==> config.mk <==
export PLATFORM = sky130hd
export DESIGN_NAME = frame_deserializer
export DESIGN_NICKNAME = d
export VERILOG_FILES = /design/src/rtl/frame_deserializer.sv
export SDC_FILE = /design/constraint.sdc
export NUM_CORES = 1
export LEC_CHECK = 0
export CELL_PAD_IN_SITES_DETAIL_PLACEMENT = 1
export CELL_PAD_IN_SITES_GLOBAL_PLACEMENT = 1
export CORE_ASPECT_RATIO = 0.6
export CORE_MARGIN = 8
export CORE_UTILIZATION = 35
export DETAILED_ROUTE_END_ITERATION = 10
export PLACE_DENSITY = 0.7
export SYNTH_ARGS = -nofsm -noshare
export SYNTH_HDL_FRONTEND = slang
export SYNTH_SLANG_ARGS = --single-unit
==> constraint.sdc <==
create_clock -name clk -period 1.5 [get_ports clk]
set_input_delay 0.3 -clock clk [delete_from_list [all_inputs] [get_ports clk]]
set_output_delay 0.3 -clock clk [all_outputs]
set_load 0.03 [all_outputs]
==> src/rtl/frame_deserializer.sv <==
// frame_deserializer
//   Serial-to-parallel receiver for the decimator output link. A one-cycle
//   frame_sync_i pulse marks bit 0 of channel 0. NUM_CH words of DATA_W bits
//   each follow back-to-back. Every completed word is loaded into a one-entry
//   valid/ready output buffer.
//
// Ports
//   clk          rising-edge system clock
//   rst_b        asynchronous active-low reset
//   serial_i     serial data, sampled on every clk edge
//   frame_sync_i frame-start pulse, coincident with bit 0 of channel 0
//   data_o       received word (raw two's complement)
//   ch_o         channel index of data_o
//   valid_o      data_o/ch_o hold a word that has not been accepted yet
//   ready_i      consumer accepts the word on an edge where valid_o && ready_i
//   overrun_o    one-cycle pulse: an unaccepted word was overwritten
//   sync_err_o   one-cycle pulse: frame_sync_i arrived mid-frame
//   err_cnt_o    saturating count of sync errors
//   busy_o       high while a frame is being shifted in
//
// DATA_W must be at least 2.
module frame_deserializer #(
    parameter int DATA_W    = 22,
    parameter int NUM_CH    = 1,
    parameter bit MSB_FIRST = 1'b1,
    parameter int ERR_CNT_W = 8,
    localparam int CH_W     = (NUM_CH > 1) ? $clog2(NUM_CH) : 1
) (
    input  logic                 clk,
    input  logic                 rst_b,
    input  logic                 serial_i,
    input  logic                 frame_sync_i,
    output logic [DATA_W-1:0]    data_o,
    output logic [CH_W-1:0]      ch_o,
    output logic                 valid_o,
    input  logic                 ready_i,
    output logic                 overrun_o,
    output logic                 sync_err_o,
    output logic [ERR_CNT_W-1:0] err_cnt_o,
    output logic                 busy_o
);

    localparam int BC_W = $clog2(DATA_W);
    localparam logic [BC_W-1:0] LAST_BIT = BC_W'(DATA_W - 1);
    localparam logic [CH_W-1:0] LAST_CH  = CH_W'(NUM_CH - 1);

    typedef enum logic {S_IDLE, S_SHIFT} state_t;

    state_t                 r_state, w_state_nxt;
    logic [DATA_W-1:0]      r_shift, w_shift_in;
    logic [BC_W-1:0]        r_bit_cnt, w_bit_cnt_nxt;
    logic [CH_W-1:0]        r_ch_cnt, w_ch_cnt_nxt;
    logic                   w_sample, w_done, w_err;

    // MSB-first shifts left so the first bit ends in the MSB; LSB-first shifts
    // right so the first bit ends in bit 0.
    always_comb begin
        if (MSB_FIRST) w_shift_in = {r_shift[DATA_W-2:0], serial_i};
        else           w_shift_in = {serial_i, r_shift[DATA_W-1:1]};
    end

    always_ff @(posedge clk or negedge rst_b) begin
        if (!rst_b) r_state <= S_IDLE;
        else        r_state <= w_state_nxt;
    end

    always_comb begin
        w_state_nxt   = r_state;
        w_sample      = 1'b0;
        w_done        = 1'b0;
        w_err         = 1'b0;
        w_bit_cnt_nxt = r_bit_cnt;
        w_ch_cnt_nxt  = r_ch_cnt;
        case (r_state)
            S_IDLE: begin
                if (frame_sync_i) begin
                    w_sample      = 1'b1;
                    w_bit_cnt_nxt = BC_W'(1);
                    w_ch_cnt_nxt  = '0;
                    w_state_nxt   = S_SHIFT;
                end
            end
            S_SHIFT: begin
                w_sample = 1'b1;
                if (frame_sync_i) begin
                    // Mid-frame sync wins even on a word's last bit: drop the
                    // partial word and restart with this bit as bit 0.
                    w_err         = 1'b1;
                    w_bit_cnt_nxt = BC_W'(1);
                    w_ch_cnt_nxt  = '0;
                end else if (r_bit_cnt == LAST_BIT) begin
                    w_done        = 1'b1;
                    w_bit_cnt_nxt = '0;
                    if (r_ch_cnt == LAST_CH) begin
                        w_ch_cnt_nxt = '0;
                        w_state_nxt  = S_IDLE;
                    end else begin
                        w_ch_cnt_nxt = r_ch_cnt + CH_W'(1);
                    end
                end else begin
                    w_bit_cnt_nxt = r_bit_cnt + BC_W'(1);
                end
            end
            default: w_state_nxt = S_IDLE;
        endcase
    end

    always_ff @(posedge clk or negedge rst_b) begin
        if (!rst_b) begin
            r_shift   <= '0;
            r_bit_cnt <= '0;
            r_ch_cnt  <= '0;
        end else begin
            if (w_sample) r_shift <= w_shift_in;
            r_bit_cnt <= w_bit_cnt_nxt;
            r_ch_cnt  <= w_ch_cnt_nxt;
        end
    end

    // Output buffer: a completed word always lands; it only counts as an
    // overrun if the previous word is still held and not being accepted now.
    always_ff @(posedge clk or negedge rst_b) begin
        if (!rst_b) begin
            data_o    <= '0;
            ch_o      <= '0;
            valid_o   <= 1'b0;
            overrun_o <= 1'b0;
        end else if (w_done) begin
            data_o    <= w_shift_in;
            ch_o      <= r_ch_cnt;
            valid_o   <= 1'b1;
            overrun_o <= valid_o & ~ready_i;
        end else begin
            overrun_o <= 1'b0;
            if (valid_o && ready_i) valid_o <= 1'b0;
        end
    end

    always_ff @(posedge clk or negedge rst_b) begin
        if (!rst_b) begin
            sync_err_o <= 1'b0;
            err_cnt_o  <= '0;
        end else begin
            sync_err_o <= w_err;
            if (w_err && (err_cnt_o != {ERR_CNT_W{1'b1}}))
                err_cnt_o <= err_cnt_o + ERR_CNT_W'(1);
        end
    end

    assign busy_o = (r_state == S_SHIFT);

endmodule
==> results of run 1 <==
==> cells by family (layout without fill, tap and decap cells) <==
| family | after synthesis | after routing | synth area share |
|---|---|---|---|
| AND/OR/NAND/NOR | 26 | 26 | 0.0764 |
| other | 1 | 1 | 0.00147 |
| AO/OA/AOI/OAI | 15 | 15 | 0.0387 |
| adder cells (fa/ha/maj) | 3 | 3 | 0.0147 |
| multiplexers | 45 | 45 | 0.228 |
| flip-flops | 60 | 60 | 0.588 |
| XOR/XNOR | 5 | 5 | 0.0171 |
| buffers and inverters | 12 | 86 | 0.0362 |
==> area by class of cell <==
cell class | count | area, sq um
clock buffer | 13 | 260
clock inverter | 2 | 10.0
fill | 719 | 3680
inverter | 6 | 22.5
multi-input combinational | 95 | 978
sequential | 60 | 1500
tap | 91 | 114
timing repair buffer | 65 | 607
==> worst max-delay path: stages, from the launching register on <==
cell      delay, ns
dfrtp_1        0.38
inv_2          0.08
ha_4           0.15
nand4b_4       0.13
nor2_8         0.19
buf_12         0.17
mux2_4         0.30
==> stage by stage <==
stage | std cells | setup TNS, ns
6_report | 332 | -0.0974
3_5_place_dp | 314 | -11.51
5_1_grt | 332 | -1.25
2_1_floorplan | 167 | -0.198
4_1_cts | 331 | -0.608
3_3_place_gp | 314 | -10.44
==> routing by layer <==
layer,vias to the layer above,share of wire,global-route usage
li1,736,-,-
met1,781,0.51,0.147
met2,28,0.42,0.151
met3,4,0.053,0.0468
met4,0,0.011,0.0536
met5,-,0,0
==> power breakdown <==
part           switching (mW)  internal (mW)
clock                   0.656           1.19
sequential              0.163           1.80
combinational           0.520          0.405
total                    1.34           3.39
==> Yosys cell counts <==
library cell	n	area share
nor4b_1	1	0.0034
mux2_2	25	0.11
or3_1	1	0.0025
o32ai_1	1	0.0034
mux2_4	20	0.12
nand3b_1	1	0.0029
nor4_1	1	0.0025
conb_1	1	0.0015
o211ai_1	2	0.0059
dfrtp_1	60	0.59
and2_1	1	0.0025
xnor2_1	4	0.014
o21ai_0	2	0.0039
nand4b_4	1	0.0093
nor2_8	1	0.0078
a211oi_2	1	0.0049
inv_1	6	0.0088
nand2_1	2	0.0029
nand2b_4	1	0.0054
a211o_1	1	0.0034
nand3_1	4	0.0078
xor2_1	1	0.0034
buf_12	2	0.016
buf_4	4	0.012
nor2_1	2	0.0029
and4_1	2	0.0069
o21ai_1	1	0.0020
and3_1	2	0.0049
o22ai_1	1	0.0025
nor2_2	1	0.0025
ha_1	3	0.015
a31oi_1	2	0.0049
nor2b_1	1	0.0025
nand4_1	3	0.0073
nand2b_1	1	0.0025
a21oi_1	4	0.0078
==> sequential cells by signal, summed over array words and instances (netlist names) <==
| name | cells |
|---|---|
| busy_o | 1 |
| data_o | 22 |
| err_cnt_o | 8 |
| overrun_o | 1 |
| r_bit_cnt | 5 |
| r_shift | 21 |
| sync_err_o | 1 |
| valid_o | 1 |
==> worst paths after layout <==
path                                                from                        to  slack, ns  depth (start not counted)
worst max-delay path            r_bit_cnt[1]$_DFFE_PN0P_    data_o[18]$_DFFE_PN0P_      -0.01                          6
worst min-delay path                        frame_sync_i          busy_o$_DFF_PN0_       0.44                          3
worst max register to register  r_bit_cnt[1]$_DFFE_PN0P_    data_o[18]$_DFFE_PN0P_      -0.01                          6
worst min register to register   r_shift[20]$_DFFE_PN0P_    data_o[21]$_DFFE_PN0P_       0.50                          1
max in group asynchronous                          rst_b  err_cnt_o[1]$_DFFE_PN0P_       0.70                          3
min in group asynchronous                          rst_b  err_cnt_o[5]$_DFFE_PN0P_       0.51                          3
==> what timing repair did <==
action,in CTS,in global routing
setup buffers,1,0
pin swaps,1,1
hold endpoints to repair,54,0
gates cloned,0,1
hold buffers,1,0
resized for setup,36,4
setup endpoints to repair,53,29
==> reports/metrics.yaml, run 1 <==
cp.required_ns: 1.70
post_drt_wl_per_cell_um: 15.7
die_w_um: 126
cts_inserted_buffers: 9
syn-num-nets: 175
final_cell_mix: "58 x dfrtp_1, 30 x dlygate4sd2_1, 25 x mux2_2, 22 x buf_4, 20 x mux2_4"
stdcell_area_sq_um: 3500
synth_area_sq_um: 2550
cp.arrival_ns: 1.72
postRouteAntennaNets: 0
io_pins: 40
path_clk_slew_ns: 0.05
synth-seq-area-share: 0.588
synth-seq-cells: 60
setup_viol: 13
fin_crit_ns: 1.51
die-height_um: 82.2
drt_iter0_markers: 70
finalClockSkew_ns: 0.00585
netlist-cell-type-count: 36
ctsHtreeMaxLevel: 3
power_density_nw_per_um2: 1350
drive_above_1_share: 0.402
dr.pass1.iters: 4
antenna_found_initial: 0
cp-start-kind: "register"
fin_nets: 245
drt_wl_total_um: 5230
setup_ws_ns: -0.0147
cp-end-kind: "register"
cts_tree: "built"
place_area_sq_um: 3200
ys_warn_count: 0
io_buffers: 38
fin_crit_sh: 1.01
clk_path_buf_depth: 2
drc_errors: 0
clock_latency_ns: 0.32
path_class: "reg2reg"
cts.sinks: 60
grt_overflow: 0
final_common_cell: "dfrtp_1"
hold_viol: 0
rsz0062_at_grt: "yes"
start_util: 0.356
antennaDiodeCount: 0
first_global_vias: 1669
finish.utilization: 0.487
synthCells: 167
gr-usage-all-layers: 0.110
synth_area_per_cell_sq_um: 15.3
hold_path_class: "in2reg"
drv_slew: 0
hpwl_um: 3600
violations: "setup timing"
timing.fmax_mhz: 660
coreArea_sq_um: 7180
gp_congestion: 0.763
cts-root-buf: "clkbuf_16"
placementRows: 24
area_delta_synth_final_pct: 36.8
viasPerCell: 4.67
leakagePower_nw: 1.74
dieArea_sq_um: 10400
outcome: "finished, violations left"
power_mw: 4.73
fin_worst_hold_slack_ns: 0.435
place_ws_ns: -0.257
maxCapViolCount: 0
max-vdd-ir-drop_v: 0.000587
grt_pass1_wl_um: 8770
grt_max_degree: 61
num_vias: 1549
path_max_fanout: 9
(Power assumes the default switching activity.)
==> run 2: changes to the inputs <==
--- a/config.mk
+++ b/config.mk
@@ -11,7 +11,7 @@
 export CORE_MARGIN = 8
 export CORE_UTILIZATION = 35
 export DETAILED_ROUTE_END_ITERATION = 10
-export PLACE_DENSITY = 0.7
+export PLACE_DENSITY = 0.68
 export SYNTH_ARGS = -nofsm -noshare
 export SYNTH_HDL_FRONTEND = slang
 export SYNTH_SLANG_ARGS = --single-unit
==> constraint.sdc (replaced) <==
create_clock -name clk -period 1.45 [get_ports clk]
set_input_delay 0.29 -clock clk [delete_from_list [all_inputs] [get_ports clk]]
set_output_delay 0.29 -clock clk [all_outputs]
set_load 0.03 [all_outputs]
==> reports/metrics.yaml, run 2 (same netlist as run 1, synthesis figures left out) <==
outcome: "finished, violations left"  # unchanged
violations: "setup timing"  # unchanged
antenna_found_initial: 0  # unchanged
timing.rr.start: "r_bit_cnt[1]$_DFFE_PN0P_"  # unchanged
path_max_fanout: 4  # was 9
hold_viol: 0  # unchanged
regMostFlops: "data_o"  # unchanged
io_pins: 40  # unchanged
tns_ns: -1.92  # was -0.0974 ns
fin_crit_ns: 1.57  # was 1.51 ns
cp.required_ns: 1.65  # was 1.70 ns
post_drt_wl_per_cell_um: 17.0  # was 15.7 um
postRouteAntennaNets: 0  # unchanged
switching_power_mw: 1.46  # was 1.34 mW
timing.fmax_mhz: 639  # was 660 MHz
drt_iter0_markers: 102  # was 70
path_class: "reg2reg"  # unchanged
gp_congestion: 0.747  # was 0.763
place_area_sq_um: 3200  # about the same
fin_nets: 248  # was 245
viasPerCell: 4.74  # was 4.67
seqPwrFrac: 0.387  # was 0.414
drc_errors: 0  # unchanged
power_mw: 5.22  # was 4.73 mW
drive_above_1_share: 0.453  # was 0.402
final_cell_mix: "57 x dfrtp_1, 29 x dlygate4sd2_1, 25 x mux2_2, 24 x buf_4, 20 x mux2_4"  # was 58 x dfrtp_1, 30 x dlygate4sd2_1, 25 x mux2_2, 22 x buf_4, 20 x mux2_4
cp-startpoint: "r_bit_cnt[1]$_DFFE_PN0P_"  # unchanged
die_w_um: 126  # unchanged
cts.sinks: 60  # unchanged
hp-start: "err_cnt_o[0]$_DFFE_PN0P_"  # was frame_sync_i
finish.utilization: 0.505  # was 0.487
power_density_nw_per_um2: 1440  # was 1350 nW/um^2
finalClockSkew_ns: 0.00513  # was 0.00585 ns
ctsHtreeMaxLevel: 3  # unchanged
hpwl_um: 3830  # was 3600 um
cp-end-kind: "register"  # unchanged
r2r_slack_ns: -0.12  # was -0.01 ns
cp.arrival_ns: 1.77  # was 1.72 ns
clkPwrFrac: 0.408  # was 0.390
start_util: 0.356  # unchanged
fin_crit_sh: 1.08  # was 1.01
cp-start-kind: "register"  # unchanged
setup_viol: 23  # was 13
maxCapViolCount: 0  # unchanged
antennaDiodeCount: 0  # unchanged
stdcell_area_sq_um: 3630  # was 3500 sq um
coreArea_sq_um: 7180  # unchanged
max-vdd-ir-drop_v: 0.000586  # was 0.000587 V
num_vias: 1594  # was 1549
cts-root-buf: "clkbuf_16"  # unchanged
area_delta_synth_final_pct: 42.0  # was 36.8%
rsz0062_at_grt: "yes"  # unchanged
placementRows: 24  # unchanged
slowest_stage: "dfrtp_1"  # unchanged
fin_worst_hold_slack_ns: 0.502  # was 0.435 ns
largest_reg_flops: 22  # unchanged
drt_wl_total_um: 5720  # was 5230 um
cts_tree: "built"  # unchanged
critPathMaxStageDelay_ns: 0.38  # about the same
hold_path_class: "reg2reg"  # was in2reg
setup_ws_ns: -0.115  # was -0.0147 ns
p_int_mw: 3.76  # was 3.39 mW
comb_power_share: 0.205  # was 0.196
grt_pass1_wl_um: 9640  # was 8770 um
clk_path_buf_depth: 2  # unchanged
drv_slew: 0  # unchanged
grt_max_degree: 61  # unchanged
top_regs: "data_o x22, r_shift x21, err_cnt_o x8"  # unchanged
first_global_vias: 1774  # was 1669
final_common_cell: "dfrtp_1"  # unchanged
dieArea_sq_um: 10400  # unchanged
die-height_um: 82.2  # unchanged
clock_latency_ns: 0.32  # about the same
cp_cell_sequence: "inv_2 > ha_4 > nand4b_4 > nor2_8 > buf_12 > clkbuf_16 > mux2_4"  # was inv_2 > ha_4 > nand4b_4 > nor2_8 > buf_12 > mux2_4
cts_inserted_buffers: 9  # unchanged
dr.pass1.iters: 6  # was 4
path_clk_slew_ns: 0.05  # about the same
p_sw_frac: 0.280  # was 0.283
gr-usage-all-layers: 0.120  # was 0.110
leakagePower_nw: 1.77  # was 1.74 nW
io_buffers: 38  # unchanged
grt_overflow: 0  # unchanged
run 2: area by class of cell:
cell class | count | area, sq um
flip-flops and latches | 60 | 1510
multi-input cells | 95 | 998
fillers | 730 | 3550
repair buffers | 68 | 683
clock buffers | 12 | 256
clock inverters | 4 | 47.5
inverters | 6 | 22.5
well taps | 91 | 114
run 2: metal layers:
layer,global-route usage,vias to the layer above,part of all wire
met5,0,-,0
met1,0.154,815,0.49
met4,0.0465,0,0.015
li1,-,745,-
met3,0.0462,8,0.049
met2,0.182,26,0.45
run 2: metrics by stage:
stage               std cells  setup slack [ns]
floorplan                 167           -0.0599
global placement          313            -0.306
detailed placement        313            -0.365
CTS                       335            -0.108
global route              336            -0.190
finish                    336            -0.115
run 2: power groups by stage:
stage	clock, mW	sequential (mW)	combinational, mW
finish	2.13	2.02	1.07
global route	2.25	2.05	1.16
CTS	2.19	2.01	1.07
detailed placement	0	2.04	1.11
global placement	0	2.03	1.08
floorplan	0	2.28	0.291
run 2: what timing repair did:
item                                    4_1_cts  5_1_grt
endpoints found under the hold margin        60        0
resized for setup                            32        8
cloned                                        1        1
endpoints found under the setup margin       51       30
pin swaps                                     0        0
setup buffers                                 4        1
hold buffers                                  1        0
run 2: worst paths after layout:
path / endpoint / cells past startpoint
max in group asynchronous: busy_o$_DFF_PN0_ / 3
min reg2reg: err_cnt_o[0]$_DFFE_PN0P_ / 1
min: err_cnt_o[0]$_DFFE_PN0P_ / 1
max: data_o[10]$_DFFE_PN0P_ / 7
min in group asynchronous: err_cnt_o[4]$_DFFE_PN0P_ / 3
max reg2reg: data_o[10]$_DFFE_PN0P_ / 7
run 2: worst max-delay path, delay by kind of cell (launching register included):
kind	cells	cell delay, ns
buf+inv	3	0.35
fa+ha+maj	1	0.14
mux	1	0.30
simple gates	2	0.29
flops	1	0.38
